==> config.mk <==
export PLATFORM = sky130hd
export DESIGN_NAME = fanin_merge_buffer
export DESIGN_NICKNAME = d
export VERILOG_FILES = /design/src/rtl/fanin_pkg.sv /design/src/rtl/fanin_merge_buffer_rr_arbiter.sv /design/src/rtl/fanin_merge_buffer.sv
export SDC_FILE = /design/constraint.sdc
export NUM_CORES = 1
export LEC_CHECK = 0
export CAP_MARGIN = 20
export CORE_MARGIN = 8
export CORE_UTILIZATION = 46
export CTS_CLUSTER_DIAMETER = 150
export CTS_CLUSTER_SIZE = 40
export DETAILED_ROUTE_END_ITERATION = 16
export GPL_ROUTABILITY_DRIVEN = 0
export PLACE_DENSITY = 0.79
export SYNTH_ARGS = -nofsm -noshare
export SYNTH_HDL_FRONTEND = slang
export SYNTH_SLANG_ARGS = --single-unit
==> constraint.sdc <==
create_clock -name clk -period 2.8 [get_ports clk]
set_input_delay 0.84 -clock clk [delete_from_list [all_inputs] [get_ports clk]]
set_output_delay 0.84 -clock clk [all_outputs]
set_load 0.02 [all_outputs]
==> src/rtl/fanin_pkg.sv <==
// Shared widths, defaults and FIFO entry layout
// for the fan-in merge buffer.
package fanin_pkg;

  localparam int N_IN_DEF  = 4;
  localparam int W_DEF     = 8;
  localparam int DEPTH_DEF = 4;

  function automatic int clog2_min1(input int n);
    return (n <= 1) ? 1 : $clog2(n);
  endfunction

  typedef struct packed {
    logic [clog2_min1(N_IN_DEF)-1:0] src;
    logic [W_DEF-1:0]                data;
  } entry_t;

endpackage

==> src/rtl/fanin_merge_buffer_rr_arbiter.sv <==
// Round-robin arbiter: one-hot grant to the first
// requester at or after rr_ptr.
module rr_arbiter
  import fanin_pkg::*;
#(
  parameter int N = 4
) (
  input  logic                     clk,
  input  logic                     rst,
  input  logic [N-1:0]             req,
  input  logic                     advance,
  output logic [N-1:0]             grant,
  output logic [clog2_min1(N)-1:0] grant_idx
);

  localparam int IW = clog2_min1(N);

  logic [IW-1:0] rr_ptr;
  logic [IW-1:0] idx;
  logic          found;
  int            j;

  always_comb begin
    grant     = '0;
    grant_idx = '0;
    found     = 1'b0;
    idx       = '0;
    j         = 0;
    for (int k = 0; k < N; k++) begin
      j = int'(rr_ptr) + k;
      if (j >= N) j = j - N;
      idx = IW'(j);
      if (!found && req[idx]) begin
        found      = 1'b1;
        grant[idx] = 1'b1;
        grant_idx  = idx;
      end
    end
  end

  always_ff @(posedge clk) begin
    if (rst) begin
      rr_ptr <= '0;
    end else if (advance) begin
      rr_ptr <= (int'(grant_idx) == N - 1) ? '0
              : grant_idx + 1'b1;
    end
  end

endmodule

==> src/rtl/fanin_merge_buffer.sv <==
// N-to-1 valid/ready merge into a tagged FIFO,
// fed by a round-robin arbiter.
module fanin_merge_buffer
  import fanin_pkg::*;
#(
  parameter int N_IN  = N_IN_DEF,
  parameter int W     = W_DEF,
  parameter int DEPTH = DEPTH_DEF
) (
  input  logic                        clk,
  input  logic                        rst,
  input  logic [N_IN-1:0]             in_valid,
  input  logic [N_IN*W-1:0]           in_data,
  output logic [N_IN-1:0]             in_ready,
  output logic                        out_valid,
  output logic [W-1:0]                out_data,
  output logic [clog2_min1(N_IN)-1:0] out_src,
  input  logic                        out_ready,
  output logic [$clog2(DEPTH+1)-1:0]  fill
);

  localparam int SRC_W = clog2_min1(N_IN);
  localparam int AW    = clog2_min1(DEPTH);
  localparam int FW    = $clog2(DEPTH + 1);

  typedef struct packed {
    logic [SRC_W-1:0] src;
    logic [W-1:0]     data;
  } slot_t;

  slot_t            mem [DEPTH];
  logic [AW-1:0]    wr_ptr;
  logic [AW-1:0]    rd_ptr;
  logic [N_IN-1:0]  grant;
  logic [SRC_W-1:0] grant_idx;
  logic             accept;
  logic             pop;

  // A full FIFO refuses input even when the head pops this cycle.
  assign accept = !rst && (fill < FW'(DEPTH)) && (|in_valid);
  assign pop    = out_valid && out_ready;

  rr_arbiter #(.N(N_IN)) u_arb (
    .clk       (clk),
    .rst       (rst),
    .req       (in_valid),
    .advance   (accept),
    .grant     (grant),
    .grant_idx (grant_idx)
  );

  assign in_ready  = accept ? grant : '0;
  assign out_valid = (fill != '0);
  assign out_data  = mem[rd_ptr].data;
  assign out_src   = mem[rd_ptr].src;

  always_ff @(posedge clk) begin
    if (accept) begin
      mem[wr_ptr] <= '{
        src:  grant_idx,
        data: in_data[int'(grant_idx)*W +: W]
      };
    end
  end

  always_ff @(posedge clk) begin
    if (rst) begin
      wr_ptr <= '0;
      rd_ptr <= '0;
      fill   <= '0;
    end else begin
      if (accept) wr_ptr <= wr_ptr + 1'b1;
      if (pop)    rd_ptr <= rd_ptr + 1'b1;
      unique case ({accept, pop})
        2'b10:   fill <= fill + 1'b1;
        2'b01:   fill <= fill - 1'b1;
        default: fill <= fill;
      endcase
    end
  end

endmodule
# ---- Word level (Yosys, flattened, before mapping)
# Memories as Yosys holds them, arrays and structs flattened. A register that Yosys moved wholly into a read port is not among the register bits.
# Cells that the tools add are included.
dict set report totals {
  register_bits 9
  latchBits 0
  ram_bits 40
  rom_bits 0
  in_bits 39
  out_inout_bits 18
  word_cells 92
  memories 1
}
dict set report op_classes {
  add_sub_neg 12
  n_mul 0
  n_div 0
  n_lt_le_gt_ge 13
  n_eq_ne 3
  n_shift 1
  muxes 38
  bitwise 3
  n_reduce_logical 17
}
# name words width read_ports rd_clocked_by_memory_dff write_ports line
set memory_table {}
lappend memory_table {mem 4 10 1 1 1 fanin_merge_buffer.sv:31} ;# slot_t mem [DEPTH];
# op count
set op_table {}
lappend op_table {{32-bit by 6-bit indexed part select with 8-bit output} 1}
lappend op_table {{2-bit two-way mux} 11}
lappend op_table {{4-bit two-way mux} 5}
lappend op_table {{1-bit two-way mux} 13}
lappend op_table {{2-bit by 3-bit < comparator with 1-bit output, second input constant} 4}
lappend op_table {{4-bit bitwise OR} 3}
lappend op_table {{1-bit logical AND} 10}
lappend op_table {{3-bit >= comparator, second input constant} 3}
lappend op_table {{1-bit binary-select mux with 2-bit select} 4}
lappend op_table {{1-bit demux with 2-bit select} 4}
lappend op_table {{2-bit by 1-bit >= comparator with 1-bit output, second input constant} 4}
lappend op_table {{2-bit by 1-bit subtractor with 2-bit output, second input constant} 4}
lappend op_table {{2-bit by 1-bit adder with 2-bit output, second input constant} 3}
lappend op_table {{2-bit by 2-bit adder with 3-bit output, second input constant} 2}
lappend op_table {{3-bit case mux with 2 select lines} 1}
lappend op_table {{2-bit by 1-bit == test with 1-bit output, second input constant} 2}
lappend op_table {{1-bit zero test} 4}
lappend op_table {{4-bit OR reduction} 1}
lappend op_table {{2-bit by 1-bit adder with 3-bit output, second input constant} 1}
lappend op_table {{3-bit by 1-bit adder with 3-bit output, second input constant} 1}
lappend op_table {{2-bit by 3-bit >= comparator with 1-bit output, second input constant} 1}
lappend op_table {{3-bit < comparator, second input constant} 1}
lappend op_table {{3-bit nonzero test} 1}
lappend op_table {{3-bit by 1-bit subtractor with 3-bit output, second input constant} 1}
lappend op_table {{2 further kinds} 2}

# ---- Logic depth before layout (Yosys ltp)
# Gate-level depths: netlist of the first run.
dict set report depth {
  word_depth 16
  depth_mapped 13
  depth_no_buf 11
}

# ---- Hierarchy
# From an unflattened synthesis of the first run, not the netlist that was laid out.
dict set report unflattened {
  cells_unflattened 170
  hier_area_um2 2637.5
}
# mod instances cells_per_inst area_per_inst_um2
set by_module_without_submodules {}
lappend by_module_without_submodules {fanin_merge_buffer 1 119 2153.3}
lappend by_module_without_submodules {rr_arbiter 1 51 484.2}

# ---- Worst setup path after synthesis of the first run
# OpenSTA, ideal clock, no wires.
dict set report synth_path {
  path_type {reg-to-output}
  startpoint {register u_arb.rr_ptr[0]}
  endpoint {output port in_ready[0]}
  arrival_time_ns 2.350
  required_ns 1.960
  setup_slack_ns -0.390
  stages_incl_launch_ff 9
  path_buffers 1
  cell_sequence {dfxtp_1 > buf_4 > inv_2 > ha_1 > or3b_1 > a2111oi_0 > or2_2 > a221oi_1 > nor2_1}
}
dict set report synth_between {
  elab_chain_cells 15
  word_cells_on_any_way 60
  cone_classes {add/sub: 7; order compare: 12; mux: 28; bitwise: 3; reduce/logical: 10}
}
# element line
set synth_rtl {}
lappend synth_rtl {{from (decl)} fanin_merge_buffer_rr_arbiter.sv:18} ;# logic [IW-1:0] rr_ptr;
lappend synth_rtl {{from (signal assigned)} fanin_merge_buffer_rr_arbiter.sv:45} ;# rr_ptr <= (int'(grant_idx) == N - 1) ? '0
lappend synth_rtl {{parallel branches: the longest is 13 deep, another holds 2-bit by 1-bit adder with 3-bit output} n/a}
lappend synth_rtl {{4-bit two-way mux (*)} fanin_merge_buffer_rr_arbiter.sv:33} ;# if (!found && req[idx]) begin
lappend synth_rtl {{4-bit two-way mux (*)} fanin_merge_buffer.sv:52} ;# assign in_ready = accept ? grant : '0;
lappend synth_rtl {{to (decl)} fanin_merge_buffer.sv:14} ;# output logic [N_IN-1:0] in_ready,
# Mark *: on every way between the ends. The select of a mux whose other input is x is not followed.

# ---- Worst setup path after layout of the first run
dict set report layout_path {
  startpoint {input port in_valid[0]}
  endpoint {output port in_ready[0]}
}
dict set report layout_between {
  elab_chain_cells 13
  word_cells_on_any_way 27
  cone_classes {mux: 16; bitwise: 3; reduce/logical: 8}
}
# element line
set layout_rtl {}
lappend layout_rtl {{from (decl)} fanin_merge_buffer.sv:12} ;# input logic [N_IN-1:0] in_valid,
lappend layout_rtl {{1-bit binary-select mux with 2-bit select} fanin_merge_buffer_rr_arbiter.sv:33}
lappend layout_rtl {{1-bit two-way mux (not written as such)} fanin_merge_buffer_rr_arbiter.sv:33}
lappend layout_rtl {{1-bit two-way mux} fanin_merge_buffer_rr_arbiter.sv:33}
lappend layout_rtl {{1-bit zero test} fanin_merge_buffer_rr_arbiter.sv:33}
lappend layout_rtl {{1-bit logical AND} fanin_merge_buffer_rr_arbiter.sv:33}
lappend layout_rtl {{1-bit two-way mux} fanin_merge_buffer_rr_arbiter.sv:33}
lappend layout_rtl {{1-bit zero test} fanin_merge_buffer_rr_arbiter.sv:33}
lappend layout_rtl {{1-bit logical AND} fanin_merge_buffer_rr_arbiter.sv:33}
lappend layout_rtl {{1-bit two-way mux} fanin_merge_buffer_rr_arbiter.sv:33}
lappend layout_rtl {{1-bit zero test} fanin_merge_buffer_rr_arbiter.sv:33}
lappend layout_rtl {{1-bit logical AND} fanin_merge_buffer_rr_arbiter.sv:33}
lappend layout_rtl {{4-bit two-way mux} fanin_merge_buffer_rr_arbiter.sv:33}
lappend layout_rtl {{4-bit two-way mux (*)} fanin_merge_buffer.sv:52}
# Every way passes the cells marked *; elsewhere a longest branch is shown, timed or not. The select of a mux whose other input is x is not followed.

==> impl_metrics.json, run 1 <==
{
  "status": "finished with violations",
  "failed_checks": "setup timing",
  "diodes": 0,
  "drive_above_1_share_pct": 33.3,
  "yosys.cell_types.count": 43,
  "nets": 338,
  "drt_pass1_iterations": 4,
  "crit_required_ns": 1.96,
  "wire_per_inst_um": 16.6,
  "syn_area_per_cell_sq_um": 13.6,
  "min_path_type": "reg -> reg",
  "hpwl_mm": 4.28,
  "io_pins": 57,
  "portBuffers": 56,
  "drc": 0,
  "leakage_uw": 0.00140,
  "cts_inserted_buffers": 5,
  "antenna_found_initial": 0,
  "ant_nets": 0,
  "power_density_nw_per_um2": 1050,
  "grt_pass1_wl_mm": 9.36,
  "crit_path_top_delay_cell": "mux4_2",
  "hold_violations": 0,
  "ys_ff_latch": 51,
  "grt_max_degree": 22,
  "synth_top_family_by_area": "multiplexers",
  "min_period_over_period_pct": 112,
  "post-route-cell-area_sq_um": 3880,
  "arrival_ns": 2.31,
  "insertion_delay_ns": 0.30,
  "layout_common_cells": "40 x edfxtp_1, 38 x clkdlybuf4s50_1, 25 x buf_4",
  "worst_setup_path_end_kind": "primary output",
  "h-tree-depth": 2,
  "routed_via_density": 5.35,
  "synth_compound_area_share_pct": 7.29,
  "worst_slew_pin_slew_ns": 0.542,
  "yosys.area_share.simple_pct": 8.20,
  "setup_viol": 5,
  "die_w_um": 93.5,
  "relSlewSlack_pct": 63.9,
  "critical_path.startpoint_type": "primary input",
  "cts_tree": "yes",
  "drtIter0Drc": 50,
  "min_period_ns": 3.15,
  "clkSlewWorstSetupHoldPaths_ns": 0.08,
  "synthMuxAreaShare_pct": 20.0,
  "cap_violations": 0,
  "design_power_total_uw": 4050,
  "core_area_sq_um": 5850,
  "grt_overflow": 0,
  "clock_skew_ns": 0.00403,
  "rows": 28,
  "grt_usage_pct": 13.5,
  "placedInstanceArea_sq_um": 3600,
  "syn_inst": 203,
  "worst_slack_ns": -0.346,
  "clock-root-buffer": "clkbuf_8",
  "slew_viol_final": 0,
  "synth_fp_nets": 257,
  "crit_fanout": 7,
  "ys_seq_area_share_pct": 51.4,
  "criticalPathCategory": "in -> out",
  "numClockSinks": 51,
  "yosys_warnings": 0,
  "synthAdderAreaFrac_pct": 7.07,
  "dieHeight_um": 93.5,
  "synth_xor_area_share_pct": 1.59,
  "clockBufferDepth": 2,
  "critical-path-max-stage-delay_ns": 0.58,
  "rsz0062_at_grt": "true",
  "syn_to_final_growth_pct": 40.4,
  "start_util_pct": 47.2,
  "max-vdd-ir-drop_uv": 538,
  "grt_pass1_vias": 1970,
  "dieArea_sq_um": 8740,
  "crit_chain": "buf_4, mux4_2, nor2b_4, a22oi_1, nor2_1, a221oi_2, nor2_2, buf_6",
  "timing.fmax_ghz": 0.318,
  "syn-cell-area_sq_um": 2760,
  "drt_wl_total_mm": 5.99,
  "final_common_cell": "edfxtp_1",
  "postCtsHoldBufs": 0,
  "vias": 1925
}
cell usage after synthesis, drive strengths merged:
cell | n | area [sq um]
a211oi | 1 | 7.51
edfxtp | 40 | 1200
nor4 | 1 | 6.26
a21oi | 7 | 35.0
clkbuf | 2 | 7.51
or4 | 1 | 7.51
nand2b | 1 | 6.26
o21ai | 2 | 10.0
or4b | 2 | 20.0
a221oi | 4 | 35.0
nand2 | 7 | 26.3
ha | 14 | 175
mux2i | 27 | 283
nor2b | 1 | 8.76
o22ai | 1 | 6.26
o32ai | 1 | 8.76
and2 | 5 | 31.3
o31a | 1 | 8.76
o21a | 1 | 7.51
a21o | 1 | 7.51
inv | 10 | 37.5
dfxtp | 11 | 220
buf | 9 | 76.3
or3b | 1 | 8.76
a2111oi | 1 | 8.76
nor2 | 19 | 71.3
mux4 | 12 | 270
or3 | 2 | 12.5
fa | 1 | 20.0
a22oi | 6 | 50.1
xor2 | 3 | 26.3
or2 | 2 | 12.5
a21boi | 1 | 7.51
o221ai | 1 | 8.76
nand3b | 2 | 15.0
xnor2 | 2 | 17.5
worst paths after layout:
path	slack (ns)	cells after the start	end	from
max reg2reg	0.08	12	u_arb.rr_ptr[0]	u_arb.rr_ptr[0]
max	-0.35	8	in_ready[0]	in_valid[0]
min reg2reg	0.50	2	wr_ptr[1]	wr_ptr[1]
min	0.50	2	wr_ptr[1]	wr_ptr[1]
cell families after synthesis:
| group | after synthesis |
|---|---|
| muxes | 39 |
| buffers and inverters | 21 |
| adders and majority gates | 15 |
| AOI/OAI and AO/OA | 28 |
| and+or+nand+nor | 44 |
| DFF | 51 |
| xor gates and xnor gates | 5 |
stage by stage:
stage / worst slack, ns / setup TNS [ns] / instances / utilization [%] / hold WS (ns)
2_1_floorplan: -0.179 / -0.745 / 203 / - / 0.469
3_3_place_gp: -1.16 / -37.15 / 350 / 61.5 / 0.488
3_5_place_dp: -1.21 / -42.84 / 350 / 61.5 / 0.490
4_1_cts: -0.341 / -1.38 / 359 / 64.1 / 0.502
5_1_grt: -0.412 / -1.77 / 360 / 66.3 / 0.524
6_report: -0.346 / -1.49 / 360 / 66.3 / 0.502
worst max-delay path, delay by kind of cell:
| family | cells | cell delay (ns) |
|---|---|---|
| AOI/OAI and AO/OA | 2 | 0.14 |
| buffers and inverters | 2 | 0.25 |
| muxes | 1 | 0.58 |
| and+or+nand+nor | 3 | 0.48 |
power by group:
part / total, uW / switching, uW / leakage (uW) / internal [uW]
Clock: 424 / 221 / 0.0000484 / 202
Sequential: 1240 / 82.5 / 0.000459 / 1160
Combinational: 2390 / 1220 / 0.000894 / 1170
Total: 4050 / 1520 / 0.00140 / 2530
timing repair:
item                       CTS  global route
resized for setup           70            23
pin swaps                   12             8
buffers inserted             1             1
setup endpoints to repair   55            38
area by class of cell:
cell class / instances / area [sq um]
Fill cell: 420 / 1970
Multi-Input combinational cell: 131 / 1430
Sequential cell: 51 / 1420
Timing Repair Buffer: 85 / 797
Tap cell: 75 / 93.8
Clock buffer: 7 / 86.3
Inverter: 10 / 37.5
Clock inverter: 1 / 8.76
sequential cells by signal (all words and copies together), names as in the netlist, named ones only:
| signal | count |
|---|---|
| mem | 40 |
| fill | 3 |
| rd_ptr | 2 |
| u_arb.rr_ptr | 2 |
| wr_ptr | 2 |
per-layer routing:
metal,up-vias,track usage [%],routed length (um)
met5,-,0,0
met4,0,5.37,94
met3,9,4.09,341
met2,53,22.6,3140
met1,934,15.7,2420
li1,929,-,-
(Power assumes the default switching activity.)
==> run 2: changes to the inputs <==
--- a/config.mk
+++ b/config.mk
@@ -13,6 +13,7 @@
 export DETAILED_ROUTE_END_ITERATION = 16
 export GPL_ROUTABILITY_DRIVEN = 0
 export PLACE_DENSITY = 0.79
+export SLEW_MARGIN = 40
 export SYNTH_ARGS = -nofsm -noshare
 export SYNTH_HDL_FRONTEND = slang
 export SYNTH_SLANG_ARGS = --single-unit
==> results of run 2 <==
Same layout as run 1: the final DEF is identical, and so are final timing and power.
==> run 3: changes to the inputs <==
--- a/config.mk
+++ b/config.mk
@@ -13,6 +13,8 @@
 export DETAILED_ROUTE_END_ITERATION = 16
 export GPL_ROUTABILITY_DRIVEN = 0
 export PLACE_DENSITY = 0.79
+export RECOVER_POWER = 100
+export SETUP_SLACK_MARGIN = 0.1
 export SLEW_MARGIN = 40
 export SYNTH_ARGS = -nofsm -noshare
 export SYNTH_HDL_FRONTEND = slang
==> run 3 against run 2 <==
  * The run still ends with setup timing left
  * Sequential power hardly changed
  * Critical path type unchanged
  * Non-clock buffer count is 6 higher
  * Clock-buffer cell count is 1 lower
  * Largest power group unchanged
  * Critical endpoint is now in_ready[2]
==> impl_metrics.json, run 3 (same netlist as run 1, synthesis figures left out) <==
{
  "vias": 1964,
  "ant_nets": 0,
  "dieArea_sq_um": 8740,
  "leakage_uw": 0.00143,
  "wire_per_inst_um": 17.0,
  "numClockSinks": 51,
  "die_w_um": 93.5,
  "grt_max_degree": 22,
  "grt_overflow": 0,
  "nFillCells": 421,
  "diodes": 0,
  "cts_tree": "yes",
  "relSlewSlack_pct": 51.6,
  "drt_wl_total_mm": 6.22,
  "timing.fmax_ghz": 0.319,
  "clockBufferDepth": 2,
  "max-vdd-ir-drop_uv": 591,
  "top_register": "mem",
  "min_path_type": "reg -> reg",
  "status": "finished with violations",
  "largest_register_ffs": 40,
  "routed_via_density": 5.37,
  "reg.largest.list": "mem (40), fill (3)",
  "clock-root-buffer": "clkbuf_8",
  "core_area_sq_um": 5850,
  "rows": 28,
  "clock_skew_ns": 0.00445,
  "final_common_cell": "edfxtp_1",
  "final_core_util_pct": 67.1,
  "ff_latch_area_sq_um": 1420,
  "cts_inserted_buffers": 5,
  "arrival_ns": 2.30,
  "dieHeight_um": 93.5,
  "antenna_found_initial": 0,
  "multi_input_area_sq_um": 1420,
  "insertion_delay_ns": 0.30,
  "hold_violations": 0,
  "cp-startpoint": "in_valid[2]",
  "r2r_start": "u_arb.rr_ptr[0]",
  "worst_setup_path_end_kind": "primary output",
  "syn_to_final_growth_pct": 42.1,
  "wl_met1_mm": 2.55,
  "dr_wl_met2_mm": 3.23,
  "drc": 0,
  "failed_checks": "setup timing",
  "grt_usage_pct": 14.1,
  "drtIter0Drc": 39,
  "highest-signal-layer": "met4",
  "critical_path.startpoint_type": "primary input",
  "start_util_pct": 47.2,
  "min_period_over_period_pct": 112,
  "rsz0062_at_grt": "true",
  "slew_viol_final": 0,
  "criticalPathCategory": "in -> out",
  "min_period_ns": 3.14,
  "worst_slew_pin_slew_ns": 0.726,
  "power_density_nw_per_um2": 1070,
  "hpwl_mm": 4.30,
  "min_from": "wr_ptr[1]",
  "crit_fanout": 5,
  "wl_met3_um": 342,
  "grt_pass1_wl_mm": 9.74,
  "io_pins": 57,
  "cap_violations": 0,
  "h-tree-depth": 2,
  "layout_common_cells": "40 x edfxtp_1, 33 x clkdlybuf4s50_1, 23 x buf_4",
  "clkSlewWorstSetupHoldPaths_ns": 0.08,
  "setup_viol": 38,
  "drt_pass1_iterations": 4,
  "whs_ns": 0.503,
  "dp_cells": 348,
  "finalNonFillerCells": 366,
  "drive_above_1_share_pct": 31.6,
  "worst_slack_ns": -0.339,
  "crit_required_ns": 1.96,
  "portBuffers": 56,
  "grt_pass1_vias": 2007,
  "nets": 344
}
-- run 3: cell types whose count changed in the layout (fill, tap and decap cells not counted), moves of 2 or more --
cell	before	now
clkdlybuf4s50_1	38	33
a22oi_1	2	5
and2_0	0	3
clkbuf_1	1	5
dlygate4sd3_1	0	5
and2_1	5	2
mux2i_4	7	9
a22oi_2	4	1
buf_4	25	23
-- run 3: layout make-up --
| cell class | instances | area share (%) |
|---|---|---|
| Clock buffer | 6 | 1.85 |
| Inverter | 10 | 0.956 |
| Clock inverter | 2 | 0.351 |
| Tap cell | 75 | 2.39 |
| Multi-Input combinational cell | 131 | 36.2 |
| Sequential cell | 51 | 36.3 |
| Timing Repair Buffer | 91 | 22.0 |
-- run 3: final timing paths --
path	to	slack, ns	cells after the start
hold / removal	wr_ptr[1]	0.50	2
setup reg to reg	mem[2][0]	-0.07	8
hold reg to reg	wr_ptr[1]	0.50	2
setup / recovery	in_ready[2]	-0.34	9
-- run 3: layer usage --
metal | global-route usage [%] | vias to the layer above
met5 | 0 | -
met4 | 4.83 | 0
met3 | 4.01 | 10
met2 | 24.6 | 52
met1 | 16.2 | 957
li1 | - | 945
-- run 3: critical path: stages --
cell and delay [ns]:
buf_8 0.10, mux4_2 0.50, buf_6 0.16, nor2b_4 0.16, a22oi_1 0.08, nor2_1 0.13
a221oi_2 0.05, nor2_2 0.14, buf_6 0.13
-- run 3: what timing repair did --
item	in CTS	in global routing
pin swaps	11	5
gates resized for setup	80	15
setup buffers	4	5
cloned	0	1
endpoints found under the setup margin	95	39
hold buffers	0	0
-- run 3: per-stage QoR --
stage	area, sq um	setup TNS, ns	total power, uW	worst slack [ns]
floorplan	2830	-0.745	2660	-0.179
global placement	3590	-37.97	3360	-1.19
detailed placement	3590	-41.97	3430	-1.21
CTS	3790	-1.36	3910	-0.329
global route	3930	-11.06	4440	-0.418
finish	3930	-5.62	4190	-0.339
-- run 3: report_power, final --
part / total [uW] / internal [uW] / switching (uW)
clock: 403 / 176 / 227
combinational: 2550 / 1290 / 1260
sequential: 1240 / 1160 / 73.5
